### src/rtl/filtro_biquad_pkg.sv
// Shared constants for the biquad filter: default widths, accumulator guard bits, FSM encoding.
package filtro_biquad_pkg;

  localparam int unsigned W_DEF     = 16;
  localparam int unsigned F_DEF     = 10;
  localparam int unsigned ACC_GUARD = 3;

  typedef enum logic [1:0] {
    StIdle,
    StMac,
    StUpdate
  } state_t;

  function automatic int unsigned acc_width(int unsigned w);
    return 2 * w + ACC_GUARD;
  endfunction

endpackage

### src/rtl/unidad_mac.sv
// Signed multiply-accumulate: full-precision product added to or subtracted from the accumulator.
module unidad_mac #(
  parameter int unsigned W  = 16,
  parameter int unsigned AW = 35
) (
  input  logic                 clk,
  input  logic                 reset,
  input  logic                 clear,
  input  logic                 en,
  input  logic                 sub,
  input  logic signed [W-1:0]  coef,
  input  logic signed [W-1:0]  samp,
  output logic signed [AW-1:0] acc
);

  logic signed [2*W-1:0] prod;
  logic signed [AW-1:0]  prod_ext;

  assign prod     = coef * samp;
  assign prod_ext = {{(AW-2*W){prod[2*W-1]}}, prod};

  always_ff @(posedge clk) begin
    if (reset || clear) begin
      acc <= '0;
    end else if (en) begin
      acc <= sub ? acc - prod_ext : acc + prod_ext;
    end
  end

endmodule

### src/rtl/filtro_biquad.sv
// Direct-form-I biquad, one product per cycle. Define FILTRO_SAT_EN to clamp the result
// instead of wrapping it to W bits.
module filtro_biquad
  import filtro_biquad_pkg::*;
#(
  parameter int unsigned W = W_DEF,
  parameter int unsigned F = F_DEF
) (
  input  logic                clk,
  input  logic                reset,
  input  logic                in_valid,
  input  logic signed [W-1:0] UK,
  output logic                ready,
  input  logic                flush,
  input  logic signed [W-1:0] b0,
  input  logic signed [W-1:0] b1,
  input  logic signed [W-1:0] b2,
  input  logic signed [W-1:0] a1,
  input  logic signed [W-1:0] a2,
  output logic signed [W-1:0] YK,
  output logic                out_valid,
  output logic                overrun
);

  localparam int unsigned AW = acc_width(W);
  localparam int unsigned SW = AW - F;
  localparam logic signed [AW-1:0] HALF = {{(AW-F){1'b0}}, 1'b1, {(F-1){1'b0}}};
  localparam logic signed [SW-1:0] MAXV = {{(SW-W+1){1'b0}}, {(W-1){1'b1}}};
  localparam logic signed [SW-1:0] MINV = {{(SW-W+1){1'b1}}, {(W-1){1'b0}}};

  state_t              state;
  logic [2:0]          step;
  logic signed [W-1:0] x0, x1, x2, y1, y2;
  logic signed [W-1:0] c_b0, c_b1, c_b2, c_a1, c_a2;
  logic signed [W-1:0] op_coef, op_samp;
  logic                op_sub;
  logic                accept;
  logic signed [AW-1:0] acc, rnd;
  logic signed [SW-1:0] shifted;
  logic signed [W-1:0]  res;

  assign accept = (state == StIdle) && in_valid && !flush;

  // Operand order b0, b1, b2, a1, a2; feedback terms are subtracted.
  always_comb begin
    op_coef = '0;
    op_samp = '0;
    op_sub  = 1'b0;
    unique case (step)
      3'd0: begin op_coef = c_b0; op_samp = x0; end
      3'd1: begin op_coef = c_b1; op_samp = x1; end
      3'd2: begin op_coef = c_b2; op_samp = x2; end
      3'd3: begin op_coef = c_a1; op_samp = y1; op_sub = 1'b1; end
      3'd4: begin op_coef = c_a2; op_samp = y2; op_sub = 1'b1; end
      default: ;
    endcase
  end

  unidad_mac #(
    .W  (W),
    .AW (AW)
  ) u_mac (
    .clk   (clk),
    .reset (reset),
    .clear (accept),
    .en    (state == StMac),
    .sub   (op_sub),
    .coef  (op_coef),
    .samp  (op_samp),
    .acc   (acc)
  );

  // Round half-up, then drop the fractional bits.
  assign rnd     = acc + HALF;
  assign shifted = rnd[AW-1:F];

`ifdef FILTRO_SAT_EN
  always_comb begin
    if (shifted > MAXV) begin
      res = MAXV[W-1:0];
    end else if (shifted < MINV) begin
      res = MINV[W-1:0];
    end else begin
      res = shifted[W-1:0];
    end
  end
`else
  assign res = shifted[W-1:0];
`endif

  always_ff @(posedge clk) begin
    if (reset) begin
      state     <= StIdle;
      step      <= '0;
      ready     <= 1'b1;
      YK        <= '0;
      out_valid <= 1'b0;
      overrun   <= 1'b0;
      x0        <= '0;
      x1        <= '0;
      x2        <= '0;
      y1        <= '0;
      y2        <= '0;
      c_b0      <= '0;
      c_b1      <= '0;
      c_b2      <= '0;
      c_a1      <= '0;
      c_a2      <= '0;
    end else begin
      out_valid <= 1'b0;
      overrun   <= in_valid && !ready;
      unique case (state)
        StIdle: begin
          if (flush) begin
            x1 <= '0;
            x2 <= '0;
            y1 <= '0;
            y2 <= '0;
          end else if (in_valid) begin
            x0    <= UK;
            c_b0  <= b0;
            c_b1  <= b1;
            c_b2  <= b2;
            c_a1  <= a1;
            c_a2  <= a2;
            step  <= '0;
            ready <= 1'b0;
            state <= StMac;
          end
        end
        StMac: begin
          step <= step + 3'd1;
          if (step == 3'd4) begin
            state <= StUpdate;
          end
        end
        StUpdate: begin
          YK        <= res;
          y1        <= res;
          y2        <= y1;
          x1        <= x0;
          x2        <= x1;
          out_valid <= 1'b1;
          ready     <= 1'b1;
          state     <= StIdle;
        end
        default: state <= StIdle;
      endcase
    end
  end

endmodule

### config.mk
export PLATFORM = sky130hd
export DESIGN_NAME = filtro_biquad
export DESIGN_NICKNAME = d
export VERILOG_FILES = /design/src/rtl/filtro_biquad_pkg.sv /design/src/rtl/unidad_mac.sv /design/src/rtl/filtro_biquad.sv
export SDC_FILE = /design/constraint.sdc
export NUM_CORES = 1
export LEC_CHECK = 0
export CAP_MARGIN = 20
export CORE_MARGIN = 10
export CORE_UTILIZATION = 40
export CTS_CLUSTER_SIZE = 8
export DETAILED_ROUTE_END_ITERATION = 10
export GPL_TIMING_DRIVEN = 0
export SLEW_MARGIN = 5
export SYNTH_ARGS = -nofsm -noshare
export SYNTH_HDL_FRONTEND = slang
export SYNTH_SLANG_ARGS = --single-unit
### constraint.sdc
create_clock -name clk -period 14.25 [get_ports clk]
set_clock_uncertainty 0.05 [all_clocks]
set_input_delay 1.425 -clock clk [delete_from_list [all_inputs] [get_ports clk]]
set_output_delay 1.425 -clock clk [all_outputs]
set_load 0.01 [all_outputs]
== After elaboration in Yosys (flattened, before gate mapping) ==
Cells that the tools add are included.

* Register bits: 219
* Input bits: 100
* Output and inout bits: 19

* $add $sub $neg: 4
* Multiply operators: 1
* Equality and inequality tests: 10
* Multiplexer cells: 20
* Bitwise logic cells: 1
* Reductions and logical operators: 16

{| class="wikitable"
|+ Operators by type and width
! kind !! number
|-
| $pmux 16 s5 || 2
|-
| $pmux 16 s2 || 4
|-
| $add 35x32->35 || 1
|-
| $mux 35 || 1
|-
| $sub 35x32->35 || 1
|-
| $mul 16x16->32 || 1
|-
| $add 26x11->26 const B || 1
|-
| $mux 16 || 1
|-
| $reduce_and 3->1 || 4
|-
| $ne 2x2->1 const B || 4
|-
| $eq 3x2->1 const B || 2
|-
| $mux 2 || 3
|-
| $mux 3 || 2
|-
| $pmux 3 s2 || 1
|-
| $mux 1 || 4
|-
| $pmux 2 s2 || 1
|-
| $reduce_bool 2->1 || 2
|-
| $add 3x1->3 const B || 1
|-
| $eq 3x1->1 const B || 1
|-
| $eq 3x3->1 const B || 1
|-
| $logic_and 1x1->1 || 3
|-
| $logic_not 3->1 || 1
|-
| $eq 2x1->1 const B || 1
|-
| $eq 2x2->1 const B || 1
|-
| other kinds (7) || 8
|}

== Longest topological paths before layout ==
* Depth after elaboration: 5
* Gate-level depth with buffers: 44
* Gate-level depth less buffers: 40

== Modules after synthesis ==
Synthesis repeated with hierarchy kept, for this count alone.

* Cell total of the unflattened synthesis: 2,487
* Area total of the unflattened synthesis: 21,449.3 µm²

{| class="wikitable"
|+ Modules (own cells, without submodules)
! module !! instances !! cells an instance !! area an instance (µm²) !! sequential area each (µm²)
|-
| unidad_mac || 1 || 1,631 || 14,043.5 || 700.7
|-
| filtro_biquad || 1 || 856 || 7,405.9 || 3,683.5
|}

== Least setup slack after synthesis ==
No wires, ideal clock.

* Kind: register -> register
* From: reg step[2]
* To: reg u_mac.acc[25]
* Library setup time: 72 ps
* Data arrival time: 9,906 ps
* Data required time: 14,128 ps
* Setup slack: 4,222 ps
* Stages on the path, launching flop included: 40
* Clock period less this slack: 10,028 ps
* Cells stage by stage: dfxtp_1 clkbuf_1 inv_1 ha_1 clkbuf_1 clkbuf_1 clkbuf_1 a222oi_1 o21a_1 clkbuf_1 nor2_1 fa_1 inv_1 fa_1 fa_1 fa_1 inv_1 fa_1 [... 4 more ...] a21o_1 o41ai_2 xnor2_1 nor2b_1 nand2_1 nor3_1 a41oi_1 xnor2_1 ha_1 or4_1 o22ai_1 nor2_1 a221oi_1 a211oi_1 xnor3_1 or2_0 mux2i_1 mux2i_1

* Word-level cells in the longest chain between the ends: 5
* Elaborated cells on any way between the ends: 13
* Those cells by class: 2 x add/sub; 1 x mul; 4 x eq/ne; 4 x mux; 2 x reduce/logical

{| class="wikitable"
|+ Ends and longest elaborated chain
! what !! RTL line !! source
|-
| from (decl) || filtro_biquad.sv:32 || <nowiki>logic [2:0] step;</nowiki>
|-
| from (signal assigned) || filtro_biquad.sv:132 || <nowiki>step <= step + 3'd1;</nowiki>
|-
| $eq 3x3->1, or another cell as far along || filtro_biquad.sv:49 || <nowiki>unique case (step)</nowiki>
|-
| $pmux 16 s5 || filtro_biquad.sv:49 ||
|-
| $mul 16x16->32 || unidad_mac.sv:19 || <nowiki>assign prod = coef * samp;</nowiki>
|-
| $add 35x32->35 / $sub 35x32->35 (equally long branches) || unidad_mac.sv:26 || <nowiki>acc <= sub ? acc - prod_ext : acc + prod_ext;</nowiki>
|-
| $mux 35 * || unidad_mac.sv:26 ||
|-
| to (signal assigned) || unidad_mac.sv:26 ||
|-
| to (decl) || unidad_mac.sv:13 || <nowiki>output logic signed [AW-1:0] acc</nowiki>
|}

Mark *: on every way between the ends. The rest lies on a longest branch, timed or not.
A chain may end at the register's enable or synchronous reset.

== Worst setup path in the final report ==
Ends and elaborated chain as after synthesis.

==> out/metrics.yaml <==
synthesis:
  synthArstFlopShare_pct: 0
  syn_area_um2: 18250
  synth.distinct_cells: 70
  synth_top_area_share_pct: 23.03
  synth_nets: 2625
  synth-seq-cells: 210
  yosysWarnings: 0
  synth-main-ff-cell: "dfxtp_1"
  syn_inst: 2208
  synth_top_cell_by_area: "dfxtp_1"
  yosys-top-cells-area: "dfxtp_1 (23%), fa_1 (23%), nand2_1 (8.1%)"
  ys_seq_area_share_pct: 23.03
  syn_area_per_cell_um2: 8.267
  synth-edff-count: 0
clock_tree:
  path_clk_slew_ns: 0.06
  holdBufCountCts: 0
  clk_path_buf_depth: 3
  numCtsBuffers: 30
  cts_max_level: 1
  cts_resized: 0
  root_buffer: "clkbuf_16"
  clk_latency_ns: 0.58
  tritoncts: "yes"
  post-cts-setup-buffers: 0
  cts.sinks: 210
critical_path:
  cp-start-kind: "register"
  max_stage_delay_ns: 0.76
  r2r_cells: 40
  worstPathRequired_ns: 14.69
  critPathMostFrequentCell: "fa_1"
  critPathMaxFanout: 10
  cp-end-kind: "register"
  crit_slowest_cell: "a222oi_1"
  arrival_ns: 13.11
  crit_type: "reg -> reg"
timing:
  setup_tns_ns: 0
  fmax_mhz: 78.93
  period_needed_ns: 12.67
  tightest_slew_ns: 1.131
  slew_violations: 0
  slew_headroom_pct: 23.83
  rsz0062_at_grt: "no"
  min_period_over_period_pct: 88.91
  hold_viol_final: 0
  setup_viol: 0
power_and_ir_drop:
  total_power_mw: 1.857
  vdd_drop_max_v: 0.00009947
  p_leak_nw: 8.716
  power_density_nw_per_um2: 88.38
final_layout:
  nets: 2778
  drive_above_1_share_pct: 2.541
  largest_register: "u_mac.acc"
  syn2layout_area_growth_pct: 15.12
  utilization_pct: 46.41
  largest_register_ffs: 26
  final_cells: 2961
  diodes: 0
placement:
  numPortBuffers: 118
  place.gp.congestion: 0.9277
  place_hpwl_mm: 48.87
  dp.cells: 2929
global_routing:
  grt_max_degree: 17
  grt_busiest_layer: "met2"
  overflow: 0
  met2_usage_pct: 36.78
  grt_pass1_vias: 16419
  use_met1_pct: 30.12
  grt_pass1_wl_mm: 95.43
  use_met3_pct: 2.609
  antenna_found_initial: 0
  grt_usage_pct: 22.28
drt:
  num_vias: 16102
  drcViolationCount: 0
  dr.pass1.iters: 7
  first_iter_violations: 1408
  avgRoutedWirePerCell_um: 20.25
  wl_mm: 59.96
  postRouteAntennaNets: 0
  via_per_inst: 5.438
floorplan:
  start_util_pct: 40.31
  die_x_um: 233.6
  rows: 78
  io_pins: 119
  die_h_um: 233.6
  design.core.area_um2: 45280
  dieArea_um2: 54580
worst_hold_path:
  hold_depth: 2
  hold_path_class: "reg -> reg"
outcome:
  status: "complete, no violations"
run:
  cap_violations: 0
-- power by group --
part / internal, mW / switching [mW] / leakage [nW]
Sequential: 0.610 / 0.0201 / 1.70
Combinational: 0.236 / 0.358 / 6.63
Clock: 0.369 / 0.264 / 0.385
Total: 1.21 / 0.642 / 8.72
-- critical path, delay by kind of cell, from the launching register on --
family,cells,cell delay (ns)
fa+ha+maj,9,4.00
buf+inv,10,2.60
compound gates,7,2.54
simple gates,9,1.68
xor+xnor,3,0.88
flops,1,0.45
mux,2,0.36
-- cells in the final DEF, fill, tap and decap left out, types with 19 or more instances in the layout --
cell type / count
xor2_1: 25
clkbuf_1: 93
a22o_1: 52
clkdlybuf4s50_1: 118
inv_1: 288
dfxtp_1: 210
a222oi_1: 25
a21o_1: 19
a22oi_1: 29
clkbuf_16: 30
nand2_1: 396
fa_1: 210
nor2_1: 209
ha_1: 107
xnor2_1: 63
o21ai_0: 39
a21oi_1: 178
nand3_1: 24
o21a_1: 33
-- stage by stage --
stage               worst slack, ns  hold WS [ns]  cell area [µm²]
floorplan                     4.222        0.3857            18250
global placement              1.945        0.3916            20190
detailed placement            1.890        0.3962            20220
CTS                           1.853        0.4034            21010
global route                  1.005        0.4159            21010
finish                        1.580        0.4047            21010
-- synth_stat cells (all sizes together) (4+ instances only) --
master,n
a222oi,25
or3,4
o311ai,4
nand3,24
and3,5
nand3b,5
o21a,33
nor2b,7
o31ai,6
or2,6
nand2b,17
nand4,11
o21ai,54
o211ai,7
nor3,19
and2,6
xnor2,63
a22o,52
fa,210
a21o,19
nor3b,4
a31oi,6
a32oi,4
a211oi,11
a22oi,29
dfxtp,210
buf,15
mux2i,4
clkbuf,93
nand2,396
nor2,210
ha,107
a2111oi,5
inv,289
o211a,5
xor2,25
a21oi,178
-- logic make-up after synthesis --
logic type / count (synthesis) / synth area share, %
AND/OR/NAND/NOR: 724 / 16.51
flip-flops: 210 / 23.03
buffers and inverters: 397 / 8.280
multiplexers: 4 / 0.2194
AO/OA/AOI/OAI: 466 / 17.13
XOR/XNOR: 90 / 4.469
adder cells (fa/ha/maj): 317 / 30.37
-- routing by layer --
layer | wire (µm) | vias up
li1 | - | 7523
met1 | 26300 | 7895
met2 | 28020 | 577
met3 | 3711 | 107
met4 | 1932 | 0
met5 | 0 | -
-- worst paths after layout --
| check | slack [ns] | startpoint | endpoint |
|---|---|---|---|
| max | 1.58 | step[2] | u_mac.acc[25] |
| min | 0.40 | c_b0[5] | c_b0[5] |
| max reg2reg | 1.58 | step[2] | u_mac.acc[25] |
| min reg2reg | 0.40 | c_b0[5] | c_b0[5] |
-- final cells by class --
type	instances	area, µm²
multi-input combinational	1601	12550
clock inverter	2	38.79
inverter	289	1085
sequential	210	4204
tap	600	750.7
fill	4484	24270
buffer	108	426.7
timing repair buffer	121	1210
clock buffer	30	750.7
Power figures use the tool's default switching activity.
